File: src/rtl/mem_rd_sched.sv
// Read scheduler for the shared word-addressed read port.
// Arbitrates burst reads from the command decoder (requester 0) and the
// inventory backscatter (requester 1), sequences addresses and the read
// strobe, runs a sensor-sample handshake before any read of TEMP_ADDR and
// returns words tagged with the owning requester.
//
// Handshake summary: REQx is a level held by the requester until its one-cycle
// GNTx pulse; ADDRx/LENx are captured on the grant edge and ignored afterwards.
// Returned words have no ready: RVALID is asserted for exactly one cycle per
// word and the consumer must take RDATA/RID/RLAST in that cycle. The sensor
// gets a one-cycle TSTART and answers with the TRDY level.
module mem_rd_sched #(
  parameter int          AW        = 6,
  parameter int          DW        = 16,
  parameter int          RD_LAT    = 1,
  parameter int unsigned TEMP_ADDR = 7,
  parameter int          TMO       = 15
) (
  input  logic          CLK,
  input  logic          RST,
  input  logic          REQ0,
  input  logic [AW-1:0] ADDR0,
  input  logic [5:0]    LEN0,
  input  logic          REQ1,
  input  logic [AW-1:0] ADDR1,
  input  logic [5:0]    LEN1,
  output logic          GNT0,
  output logic          GNT1,
  output logic [AW-1:0] A,
  output logic          RD_EN,
  input  logic [DW-1:0] DATA_RD,
  output logic          TSTART,
  input  logic          TRDY,
  output logic [DW-1:0] RDATA,
  output logic          RVALID,
  output logic          RID,
  output logic          RLAST,
  output logic          DONE,
  output logic          BUSY,
  output logic          TERR,
  output logic [1:0]    o_dbg_state
);

  localparam logic [1:0] S_IDLE  = 2'd0;
  localparam logic [1:0] S_TSAMP = 2'd1;
  localparam logic [1:0] S_ISSUE = 2'd2;
  localparam logic [1:0] S_WAIT  = 2'd3;

  localparam int TCW = $clog2(TMO + 1);

  localparam logic [AW-1:0] TEMP_A = AW'(TEMP_ADDR);

  logic [1:0]     r_state;
  logic           r_last;      // requester served by the most recent grant
  logic [5:0]     r_rem;       // words still to be returned
  logic [1:0]     r_wcnt;      // cycles spent waiting for read data
  logic [TCW-1:0] r_tcnt;      // cycles since TSTART
  logic [AW-1:0]  r_addr;      // current word address, drives A

  logic           w_req;
  logic           w_win;
  logic [AW-1:0]  w_start_addr;
  logic [5:0]     w_start_len;
  logic [AW-1:0]  w_next_addr;

  assign A           = r_addr;
  assign o_dbg_state = r_state;

  // Round-robin winner selection and next-address arithmetic.
  always_comb begin
    w_req = REQ0 | REQ1;
    w_win = 1'b0;
    if (REQ0 && REQ1) begin
      w_win = ~r_last;
    end else if (REQ1) begin
      w_win = 1'b1;
    end
    w_start_addr = w_win ? ADDR1 : ADDR0;
    w_start_len  = w_win ? LEN1 : LEN0;
    w_next_addr  = r_addr + 1'b1;
  end

  // Burst FSM; every output is a register updated here. Entering ISSUE on a
  // fresh address at TEMP_ADDR withholds RD_EN and detours through TSAMP; the
  // TSAMP->ISSUE transition is the "sample taken" mark, and it is forgotten
  // as soon as the address moves on, so each visit samples again.
  always_ff @(posedge CLK) begin
    if (RST) begin
      r_state <= S_IDLE;
      r_last  <= 1'b1;
      r_rem   <= '0;
      r_wcnt  <= '0;
      r_tcnt  <= '0;
      r_addr  <= '0;
      GNT0    <= 1'b0;
      GNT1    <= 1'b0;
      RD_EN   <= 1'b0;
      TSTART  <= 1'b0;
      RDATA   <= '0;
      RVALID  <= 1'b0;
      RID     <= 1'b0;
      RLAST   <= 1'b0;
      DONE    <= 1'b0;
      BUSY    <= 1'b0;
      TERR    <= 1'b0;
    end else begin
      GNT0   <= 1'b0;
      GNT1   <= 1'b0;
      RD_EN  <= 1'b0;
      TSTART <= 1'b0;
      RVALID <= 1'b0;
      RLAST  <= 1'b0;
      DONE   <= 1'b0;
      case (r_state)
        S_IDLE: begin
          if (w_req) begin
            GNT0   <= ~w_win;
            GNT1   <= w_win;
            BUSY   <= 1'b1;
            TERR   <= 1'b0;
            RID    <= w_win;
            r_last <= w_win;
            r_addr <= w_start_addr;
            r_rem  <= w_start_len;
            if (w_start_len == 6'd0) begin
              // zero-length burst: skip straight to the DONE decision
              r_state <= S_WAIT;
            end else begin
              r_state <= S_ISSUE;
              RD_EN   <= (w_start_addr != TEMP_A);
            end
          end
        end
        S_ISSUE: begin
          if (RD_EN) begin
            r_state <= S_WAIT;
            r_wcnt  <= 2'd1;
          end else begin
            r_state <= S_TSAMP;
            TSTART  <= 1'b1;
            r_tcnt  <= TCW'(1);
          end
        end
        S_TSAMP: begin
          // TRDY is ignored in the TSTART cycle so a level left over from an
          // earlier sample cannot satisfy this one.
          if (!TSTART && TRDY) begin
            r_state <= S_ISSUE;
            RD_EN   <= 1'b1;
          end else if (r_tcnt == TCW'(TMO)) begin
            r_state <= S_ISSUE;
            RD_EN   <= 1'b1;
            TERR    <= 1'b1;
          end else begin
            r_tcnt <= r_tcnt + 1'b1;
          end
        end
        default: begin
          if (r_rem == 6'd0) begin
            DONE    <= 1'b1;
            BUSY    <= 1'b0;
            r_state <= S_IDLE;
          end else if (r_wcnt == 2'(RD_LAT)) begin
            RDATA  <= DATA_RD;
            RVALID <= 1'b1;
            r_rem  <= r_rem - 1'b1;
            if (r_rem == 6'd1) begin
              RLAST   <= 1'b1;
              DONE    <= 1'b1;
              BUSY    <= 1'b0;
              r_state <= S_IDLE;
            end else begin
              r_addr  <= w_next_addr;
              RD_EN   <= (w_next_addr != TEMP_A);
              r_state <= S_ISSUE;
            end
          end else begin
            r_wcnt <= r_wcnt + 1'b1;
          end
        end
      endcase
    end
  end

endmodule

File: config.mk
export PLATFORM = sky130hd
export DESIGN_NAME = mem_rd_sched
export DESIGN_NICKNAME = d
export VERILOG_FILES = /design/src/rtl/mem_rd_sched.sv
export SDC_FILE = /design/constraint.sdc
export NUM_CORES = 1
export LEC_CHECK = 0
export CAP_MARGIN = 10
export CORE_AREA = 2 2 79 81
export CTS_CLUSTER_DIAMETER = 150
export CTS_CLUSTER_SIZE = 10
export DETAILED_ROUTE_END_ITERATION = 7
export DIE_AREA = 0 0 81 83
export PLACE_DENSITY_LB_ADDON = 0.2
export REMOVE_ABC_BUFFERS = 1
export SLEW_MARGIN = 15
export SYNTH_ARGS = -nofsm -noshare
export SYNTH_HDL_FRONTEND = slang
export SYNTH_SLANG_ARGS = --single-unit
File: constraint.sdc
create_clock -name CLK -period 2.45 [get_ports CLK]
set_input_delay 0.245 -clock CLK [delete_from_list [all_inputs] [get_ports CLK]]
set_output_delay 0.245 -clock CLK [all_outputs]
set_load 0.01 [all_outputs]
==> flow_metrics.tcl, run 1 <==
set metrics [dict create \
    ys_warn_count 0 \
    multi_input_logic_area_um2 1510 \
    syn2layout_area_growth_pct 39.1 \
    rsz0062_at_grt "no" \
    timing.hold.ws_ns 0.460 \
    period_needed_ns 2.25 \
    layout_setup_ws_ns 0.197 \
    gp_congestion 0.894 \
    fp.dieW_um 81 \
    hpwl_um 5220 \
    grt_max_degree 31 \
    timing.slew.headroom_pct 55.7 \
    number_of_clock_sinks 47 \
    dieHeight_um 83 \
    pre_cts_slack_ns 0.245 \
    cell_area_synth_um2 2550 \
    cp_slowest_cell "sky130_fd_sc_hd__a31oi_1" \
    r2r_end "r_rem[4]" \
    number_of_enable_type_register_cells_in_the_synthesized_netlist 0 \
    startpoint_type_of_the_worst_setup_path "register" \
    io_buffer_count 78 \
    fp.dieArea_um2 6720 \
    pwr_density_cell_nw_per_um2 1010 \
    hold-path-cell-count 2 \
    timing.hold.worst.start "RDATA[3]" \
    path_buf_inv 2 \
    final.period_utilization_pct 92.0 \
    tritoncts "yes" \
    finalSetupViolations 0 \
    outcome "finished, final reports clean" \
    post_route_cells_drive_above_1_share_pct 6.84 \
    hold_path.class "register to register" \
    crit_family "compound AO/OA/AOI/OAI gates" \
    synth.avg_cell_area_um2 8.12 \
    synth_cell_types 49 \
    vias 2579 \
    nFillCells 550 \
    reg2reg_start "o_dbg_state[1]" \
    crit_type "register to register" \
    route.detailed.wl_per_inst_um 14.6 \
    ff2ff_path_depth 8 \
    worst_reg2reg_setup_slack_ns 0.20 \
    tightest_slew_ns 0.662 \
    antenna_cells_inserted 0 \
    ctsResizeCount 0 \
    drt_wl_total_um 6840 \
    leakage_power_figure_nw 1.33 \
    timing.critical_path.arrival_ns 2.48 \
    fin_nets 451 \
    floorplan.rows 28 \
    htreeDepth 2 \
    post_cts_setup_driven_buffer_insertion_count 0 \
    critical_path_capture_point_type "register" \
    place_inst 462 \
    drt-vias-per-instance 5.49 \
    effective_utilization_at_floorplan_pct 43.9 \
    crit_path_cell_trace "inv_1 -> ha_1 -> buf_4 -> o21ai_0 -> nor2_1 -> a31oi_1 -> o21ai_0 -> a31oi_1" \
    clock_insertion_delay_worst_skew_ns 0.30 \
    cts.hold.buffers_added 0 \
    drc 0 \
    finalNonFillerCells 470 \
    coreArea_um2 5820 \
    drt_iter0_markers 140 \
    detailedRoute.firstPassIterationCount 4 \
    grt_first_pass_wirelength_um 11200 \
    hold_viol 0 \
    drv_cap 0 \
    seq_area_frac_synth_pct 36.9 \
    crit_path_max_fanout 8 \
    setup_total_negative_slack_ns 0 \
    synth-seq-cells 47 \
    antenna_violations_before_repair 0 \
    first_global_vias 2451 \
    cts_inserted_buffers 5 \
    grt_usage_pct 20.8 \
    asyncSetResetFlopFracSynth_pct 0 \
    finClkSkew_ns 0.00244 \
    synth_ff_type "sky130_fd_sc_hd__dfxtp_1" \
    cp.required_ns 2.68 \
    peak_ir_drop_on_the_vdd_network_v 0.000511 \
    floorplan.io_pins 79 \
    cts.path.max_buffers 2 \
    netlist_instances 314 \
    globalRoute.totalOverflow 0 \
    cts-root-buf "sky130_fd_sc_hd__clkbuf_8" \
    fmax_mhz 444 \
    worst_hold_path.endpoint "RDATA[3]" \
    clkTransAtPathRegs_ns 0.09 \
    final-seq-area_um2 941 \
    finalMaxSlewViolations 0 \
    postRouteAntennaNets 0 \
    final_util_pct 61.0 \
    max_stage_delay_ns 0.53 \
]
cells in the final DEF, fill, tap and decap left out, types with 9 or more instances in the layout:
cell type / n
sky130_fd_sc_hd__clkdlybuf4s50_1: 78
sky130_fd_sc_hd__dfxtp_1: 47
sky130_fd_sc_hd__nand2_1: 44
sky130_fd_sc_hd__a21oi_1: 32
sky130_fd_sc_hd__nor2_1: 26
sky130_fd_sc_hd__mux2i_1: 17
sky130_fd_sc_hd__nand3_1: 15
sky130_fd_sc_hd__inv_1: 12
sky130_fd_sc_hd__o21ai_0: 12
sky130_fd_sc_hd__ha_1: 12
sky130_fd_sc_hd__and3_1: 9
through the flow:
stage                     area (um2)  total power, mW
final                           3550             3.58
after global routing            3550             3.84
after CTS                       3550             3.59
after detailed placement        3430             2.98
after global placement          3430             2.96
after floorplan                 2500             2.32
worst max-delay path by stage:
| stage | start | endpoint | slack, ns | cells after the start |
|---|---|---|---|---|
| 3_3_place_gp | o_dbg_state[1] | r_rem[1] | 0.33 | 8 |
| 5_1_grt | o_dbg_state[1] | r_rem[4] | 0.02 | 8 |
| 6_report | o_dbg_state[1] | r_rem[4] | 0.20 | 8 |
| 3_5_place_dp | o_dbg_state[1] | r_rem[4] | 0.24 | 8 |
| 4_1_cts | o_dbg_state[1] | r_rem[4] | 0.21 | 8 |
| 2_1_floorplan | r_last | r_rem[3] | -0.20 | 5 |
per-layer routing:
layer	up-vias	routed length (um)	share of wire, %	track usage (%)
met5	-	0	0	0
met4	0	84	1.2	5.86
met3	7	410	6.0	4.13
met2	83	3280	48	34.7
met1	1202	3070	45	26.8
li1	1287	-	-	-
flip-flops by register name, indices dropped and copies added (netlist names), 2 cells and up:
| signal | count |
|---|---|
| r_tcnt | 4 |
| RDATA | 16 |
| o_dbg_state | 2 |
| r_rem | 6 |
| A | 6 |
| r_wcnt | 2 |
Yosys cell counts, types with 3 or more instances:
| library cell | n | area share, % |
|---|---|---|
| sky130_fd_sc_hd__a211oi_1 | 3 | 0.88 |
| sky130_fd_sc_hd__a31oi_1 | 6 | 1.5 |
| sky130_fd_sc_hd__nor4_1 | 4 | 0.98 |
| sky130_fd_sc_hd__mux2i_1 | 17 | 6.7 |
| sky130_fd_sc_hd__a21oi_1 | 32 | 6.3 |
| sky130_fd_sc_hd__and3_1 | 9 | 2.2 |
| sky130_fd_sc_hd__nand2b_1 | 5 | 1.2 |
| sky130_fd_sc_hd__or3_1 | 4 | 0.98 |
| sky130_fd_sc_hd__xnor2_1 | 3 | 1.0 |
| sky130_fd_sc_hd__buf_2 | 3 | 0.59 |
| sky130_fd_sc_hd__mux2_2 | 4 | 1.8 |
| sky130_fd_sc_hd__nand2_1 | 44 | 6.5 |
| sky130_fd_sc_hd__nor3b_1 | 3 | 0.88 |
| sky130_fd_sc_hd__ha_1 | 12 | 5.9 |
| sky130_fd_sc_hd__and2_1 | 3 | 0.74 |
| sky130_fd_sc_hd__nor3_1 | 7 | 1.4 |
| sky130_fd_sc_hd__nand3_1 | 15 | 2.9 |
| sky130_fd_sc_hd__clkbuf_1 | 8 | 1.2 |
| sky130_fd_sc_hd__nor2_1 | 26 | 3.8 |
| sky130_fd_sc_hd__o21ai_0 | 12 | 2.4 |
| sky130_fd_sc_hd__inv_1 | 12 | 1.8 |
| sky130_fd_sc_hd__dfxtp_1 | 47 | 37 |
power breakdown:
part	leakage, nW	internal, mW	switching, mW
clock	0.0548	0.308	0.286
combinational	0.892	0.861	0.982
sequential	0.383	0.926	0.219
logic make-up after synthesis:
group / after synthesis / synth area share [%]
DFF: 47 / 36.9
xor gates and xnor gates: 3 / 1.03
AOI/OAI and AO/OA: 74 / 18.1
muxes: 21 / 8.44
adders and majority gates: 12 / 5.89
buffers and inverters: 25 / 3.83
and+or+nand+nor: 132 / 25.8
tightest hold or removal path, delay by kind of cell, from the launching register on:
kind	cells	cell delay [ns]
DFF	1	0.32
AOI/OAI and AO/OA	1	0.05
and+or+nand+nor	1	0.05
area by class of cell:
| type | instances | area share [%] |
|---|---|---|
| multi-input cells | 242 | 42.6 |
| flip-flops and latches | 47 | 26.5 |
| well taps | 75 | 2.64 |
| repair buffers | 86 | 23.7 |
| inverters | 12 | 1.27 |
| clock buffers | 5 | 1.94 |
| clock inverters | 3 | 1.30 |
Note: power is estimated with default switching activity, not from simulation.
==> run 2, diff against run 1 <==
--- a/config.mk
+++ b/config.mk
@@ -5,7 +5,6 @@
 export SDC_FILE = /design/constraint.sdc
 export NUM_CORES = 1
 export LEC_CHECK = 0
-export CAP_MARGIN = 10
 export CORE_AREA = 2 2 79 81
 export CTS_CLUSTER_DIAMETER = 150
 export CTS_CLUSTER_SIZE = 10
@@ -13,6 +12,7 @@
 export DIE_AREA = 0 0 81 83
 export PLACE_DENSITY_LB_ADDON = 0.2
 export REMOVE_ABC_BUFFERS = 1
+export SETUP_SLACK_MARGIN = 0.5
 export SLEW_MARGIN = 15
 export SYNTH_ARGS = -nofsm -noshare
 export SYNTH_HDL_FRONTEND = slang
==> flow_metrics.tcl, run 2 (synthesized netlist as in run 1, its figures left out) <==
set metrics [dict create \
    outcome "finished, final reports clean" \
    grt_max_degree 31 \
    placement.cell_area_um2 3430 \
    share_clk_of_total_power_pct 15.2 \
    power.share.sequential_pct 29.7 \
    tightest_slew_ns 0.427 \
    clkTransAtPathRegs_ns 0.09 \
    htreeDepth 2 \
    worst_reg2reg_setup_slack_ns 0.58 \
    netSwitchingFraction_pct 41.2 \
    globalRoute.totalOverflow 0 \
    dieHeight_um 83 \
    finClkSkew_ns 0.00270 \
    max_flop_register "RDATA" \
    worstSetupStartpoint "o_dbg_state[1]" \
    largest_register_ffs 16 \
    final_util_pct 62.9 \
    route.detailed.wl_per_inst_um 14.7 \
    p_sw_mw 1.60 \
    cts.hold.buffers_added 0 \
    number_of_clock_sinks 47 \
    coreArea_um2 5820 \
    cp_slowest_cell "sky130_fd_sc_hd__dfxtp_2" \
    first_global_vias 2454 \
    finalMaxSlewViolations 0 \
    leakage_power_figure_nw 1.36 \
    hold_path.class "register to register" \
    fp.dieW_um 81 \
    fp.dieArea_um2 6720 \
    reg2reg_start "o_dbg_state[1]" \
    cts.path.max_buffers 2 \
    startpoint_type_of_the_worst_setup_path "register" \
    fin_nets 456 \
    finalNonFillerCells 475 \
    layout_setup_ws_ns 0.583 \
    timing.slew.headroom_pct 71.4 \
    critical_path_capture_point_type "register" \
    finalSetupViolations 0 \
    hpwl_um 5220 \
    place_inst 462 \
    worstSetupEndpoint "A[4]" \
    power.combinational.fraction_pct 55.0 \
    floorplan.io_pins 79 \
    drc 0 \
    antenna_cells_inserted 0 \
    commonest_non_fill_non_tap_cell_in_the_layout "sky130_fd_sc_hd__clkdlybuf4s50_1" \
    pwr_density_cell_nw_per_um2 1060 \
    ff2ff_path_depth 8 \
    postRouteAntennaNets 0 \
    grt_usage_pct 20.8 \
    timing.hold.ws_ns 0.459 \
    crit_type "register to register" \
    fmax_mhz 536 \
    final.period_utilization_pct 76.2 \
    drt_iter0_markers 150 \
    max_stage_delay_ns 0.37 \
    antenna_violations_before_repair 0 \
    grt_first_pass_wirelength_um 11300 \
    effective_utilization_at_floorplan_pct 43.9 \
    drt-vias-per-instance 5.51 \
    cts-root-buf "sky130_fd_sc_hd__clkbuf_8" \
    internal-power_mw 2.28 \
    design_power_total_mw 3.87 \
    final_area_um2 3660 \
    crit_path_max_fanout 8 \
    detailedRoute.firstPassIterationCount 4 \
    rsz0062_at_grt "yes" \
    timing.critical_path.arrival_ns 2.06 \
    gp_congestion 0.894 \
    drt_wl_total_um 6970 \
    peak_ir_drop_on_the_vdd_network_v 0.000510 \
    post_route_cells_drive_above_1_share_pct 11.8 \
    period_needed_ns 1.87 \
    io_buffer_count 78 \
    cts_inserted_buffers 5 \
    vias 2618 \
    syn2layout_area_growth_pct 43.4 \
    nFillCells 532 \
    r2r_end "A[4]" \
    floorplan.rows 28 \
    setup_total_negative_slack_ns 0 \
    most-common-layout-cells "sky130_fd_sc_hd__clkdlybuf4s50_1 (78), sky130_fd_sc_hd__dfxtp_1 (45), sky130_fd_sc_hd__nand2_1 (43), sky130_fd_sc_hd__a21oi_1 (32), sky130_fd_sc_hd__nor2_1 (22)" \
    cp.required_ns 2.64 \
    tritoncts "yes" \
    hold_viol 0 \
    clock_insertion_delay_worst_skew_ns 0.30 \
    drv_cap 0 \
    crit_path_cell_trace "inv_1 -> ha_4 -> buf_4 -> o21ai_1 -> nor2_2 -> nor2_1 -> and3_1 -> or3_1" \
    pre_cts_slack_ns 0.245 \
]
==> run 2: power by group through the flow <==
stage	Combinational (mW)	Clock, mW	Sequential [mW]
6_report	2.13	0.591	1.15
4_1_cts	1.91	0.610	1.14
2_1_floorplan	1.16	0	1.15
3_5_place_dp	1.83	0	1.15
3_3_place_gp	1.81	0	1.15
5_1_grt	2.32	0.640	1.18
==> run 2: cell type report <==
cell class | count | area [um2] | area share, %
Sequential cell | 47 | 943 | 25.8
Inverter | 12 | 45.0 | 1.23
Tap cell | 75 | 93.8 | 2.56
Clock buffer | 5 | 68.8 | 1.88
Clock inverter | 3 | 46.3 | 1.27
Timing Repair Buffer | 91 | 878 | 24.0
Multi-Input combinational cell | 242 | 1580 | 43.3
==> run 2: critical path: cells and delay by family (launching register included) <==
kind / cells / cell delay, ns
and+or+nand+nor: 4 / 0.82
DFF: 1 / 0.37
adders and majority gates: 1 / 0.16
buffers and inverters: 2 / 0.29
AOI/OAI and AO/OA: 1 / 0.11
==> run 2: routing by layer <==
layer	routed length, um	GRT usage, %	share of wire, %
met5	0	0	0
met4	93	5.86	1.3
met3	463	4.13	6.6
met2	3370	34.8	48
met1	3040	26.8	44
==> run 2: worst min path at each step <==
stage	from	end	slack, ns	cells after the start
final	RDATA[3]	RDATA[3]	0.46	2
after global routing	DATA_RD[2]	RDATA[2]	0.47	3
after CTS	RDATA[6]	RDATA[6]	0.46	2
after detailed placement	RDATA[6]	RDATA[6]	0.45	2
after global placement	RDATA[3]	RDATA[3]	0.44	2
after floorplan	RST	A[5]	0.31	1
==> run 2: timing repair <==
item / CTS / global route
buffers inserted: 1 / 4
pin swaps: 1 / 3
cloned: 0 / 0
resized for setup: 9 / 12
endpoints found under the setup margin: 10 / 27
==> run 3, diff against run 2 <==
==> constraint.sdc (replaced) <==
create_clock -name CLK -period 1.8 [get_ports CLK]
set_input_delay 0.18 -clock CLK [delete_from_list [all_inputs] [get_ports CLK]]
set_output_delay 0.18 -clock CLK [all_outputs]
set_load 0.01 [all_outputs]
==> flow_metrics.tcl, run 3 (synthesized netlist as in run 1, its figures left out) <==
set metrics [dict create \
    outcome "finished, final reports clean" \
    leakage_power_figure_nw 1.80 \
    crit_path_cell_trace "nor4_4 -> a21oi_2 -> a311o_1 -> or3_1 -> o32ai_2" \
    coreArea_um2 5820 \
    grt_max_degree 22 \
    cts.path.max_buffers 2 \
    clkTransAtPathRegs_ns 0.10 \
    finalNonFillerCells 519 \
    max_flop_register "RDATA" \
    clock_insertion_delay_worst_skew_ns 0.32 \
    timing.critical_path.arrival_ns 2.03 \
    largest_register_ffs 16 \
    tritoncts "yes" \
    hold-path-cell-count 3 \
    detailedRoute.firstPassIterationCount 5 \
    fmax_mhz 557 \
    placement.cell_area_um2 3710 \
    drt_wl_total_um 8880 \
    setup_total_negative_slack_ns 0 \
    gp_congestion 0.885 \
    dieHeight_um 83 \
    tightest_slew_ns 0.461 \
    floorplan.rows 28 \
    fp.dieW_um 81 \
    place_inst 497 \
    max_stage_delay_ns 0.39 \
    syn2layout_area_growth_pct 70.8 \
    final_util_pct 74.9 \
    drt-vias-per-instance 5.50 \
    route.detailed.wl_per_inst_um 17.1 \
    fp.dieArea_um2 6720 \
    antenna_cells_inserted 0 \
    postRouteAntennaNets 0 \
    period_needed_ns 1.80 \
    grt_first_pass_wirelength_um 12400 \
    timing.slew.headroom_pct 68.8 \
    drc 0 \
    first_global_vias 2669 \
    cp.required_ns 2.03 \
    pwr_density_cell_nw_per_um2 1520 \
    cp_slowest_cell "sky130_fd_sc_hd__nor4_4" \
    peak_ir_drop_on_the_vdd_network_v 0.000935 \
    layout_setup_ws_ns 0.00367 \
    grt_usage_pct 23.1 \
    timing.hold.ws_ns 0.410 \
    final.period_utilization_pct 99.8 \
    fin_nets 500 \
    globalRoute.totalOverflow 0 \
    ff2ff_path_depth 5 \
    cts-root-buf "sky130_fd_sc_hd__clkbuf_8" \
    io_buffer_count 78 \
    design_power_total_mw 6.62 \
    drv_cap 0 \
    critical_path_capture_point_type "register" \
    crit_path_max_fanout 4 \
    floorplan.io_pins 79 \
    drt_iter0_markers 133 \
    most-common-layout-cells "sky130_fd_sc_hd__buf_4 (45), sky130_fd_sc_hd__clkdlybuf4s50_1 (44), sky130_fd_sc_hd__dfxtp_1 (35), sky130_fd_sc_hd__dlygate4sd2_1 (31)" \
    post_route_cells_drive_above_1_share_pct 36.5 \
    vias 2853 \
    hold_viol 0 \
    effective_utilization_at_floorplan_pct 43.9 \
    hpwl_um 5630 \
    startpoint_type_of_the_worst_setup_path "register" \
    htreeDepth 2 \
    rsz0062_at_grt "yes" \
    hold_path.class "input pin to register" \
    crit_type "register to register" \
    commonest_non_fill_non_tap_cell_in_the_layout "sky130_fd_sc_hd__buf_4" \
    pre_cts_slack_ns -0.110 \
    finClkSkew_ns 0.00933 \
    number_of_clock_sinks 47 \
    final_area_um2 4360 \
    finalSetupViolations 0 \
    antenna_violations_before_repair 0 \
    finalMaxSlewViolations 0 \
    cts_inserted_buffers 5 \
]
==> run 3: worst paths after layout <==
| check | start | slack [ns] | endpoint |
|---|---|---|---|
| hold / removal | DATA_RD[13] | 0.41 | RDATA[13] |
| setup / recovery | r_rem[3] | 0.004 | o_dbg_state[0] |
| setup reg to reg | r_rem[3] | 0.004 | o_dbg_state[0] |
| hold reg to reg | RDATA[11] | 0.46 | RDATA[11] |
==> run 3: what timing repair did <==
action                                  CTS  global route
endpoints found under the setup margin   77            45
gates cloned                              1             1
hold endpoints to repair                  0             0
buffers inserted                         10             2
gates resized for setup                  98            73
hold buffers                              0             0
pin swaps                                48            50
==> run 3: critical path, delay by kind of cell, from the launching register on <==
family | cells | cell delay [ns]
DFF | 1 | 0.36
AOI/OAI and AO/OA | 3 | 0.60
and+or+nand+nor | 2 | 0.75
==> run 3: final cells by class <==
| class | instances | area [um2] |
|---|---|---|
| multi-input cells | 243 | 1920 |
| fillers | 408 | 1460 |
| clock inverters | 3 | 46.3 |
| inverters | 12 | 45.0 |
| well taps | 75 | 93.8 |
| flip-flops and latches | 47 | 958 |
| clock buffers | 5 | 68.8 |
| repair buffers | 134 | 1230 |
==> run 3: layer usage <==
metal	up-vias	share of wire, %	GRT usage [%]
met1	1350	41	29.3
li1	1384	-	-
met4	0	2.3	8.47
met3	19	5.0	3.59
met2	100	51	39.1
met5	-	0	0
==> run 3: where the power goes <==
group          total, mW  switching [mW]  internal, mW  leakage, nW
logic               4.30            2.16          2.15         1.36
registers           1.49           0.198          1.29        0.388
clock network      0.827           0.408         0.419       0.0548
total               6.62            2.77          3.85         1.80
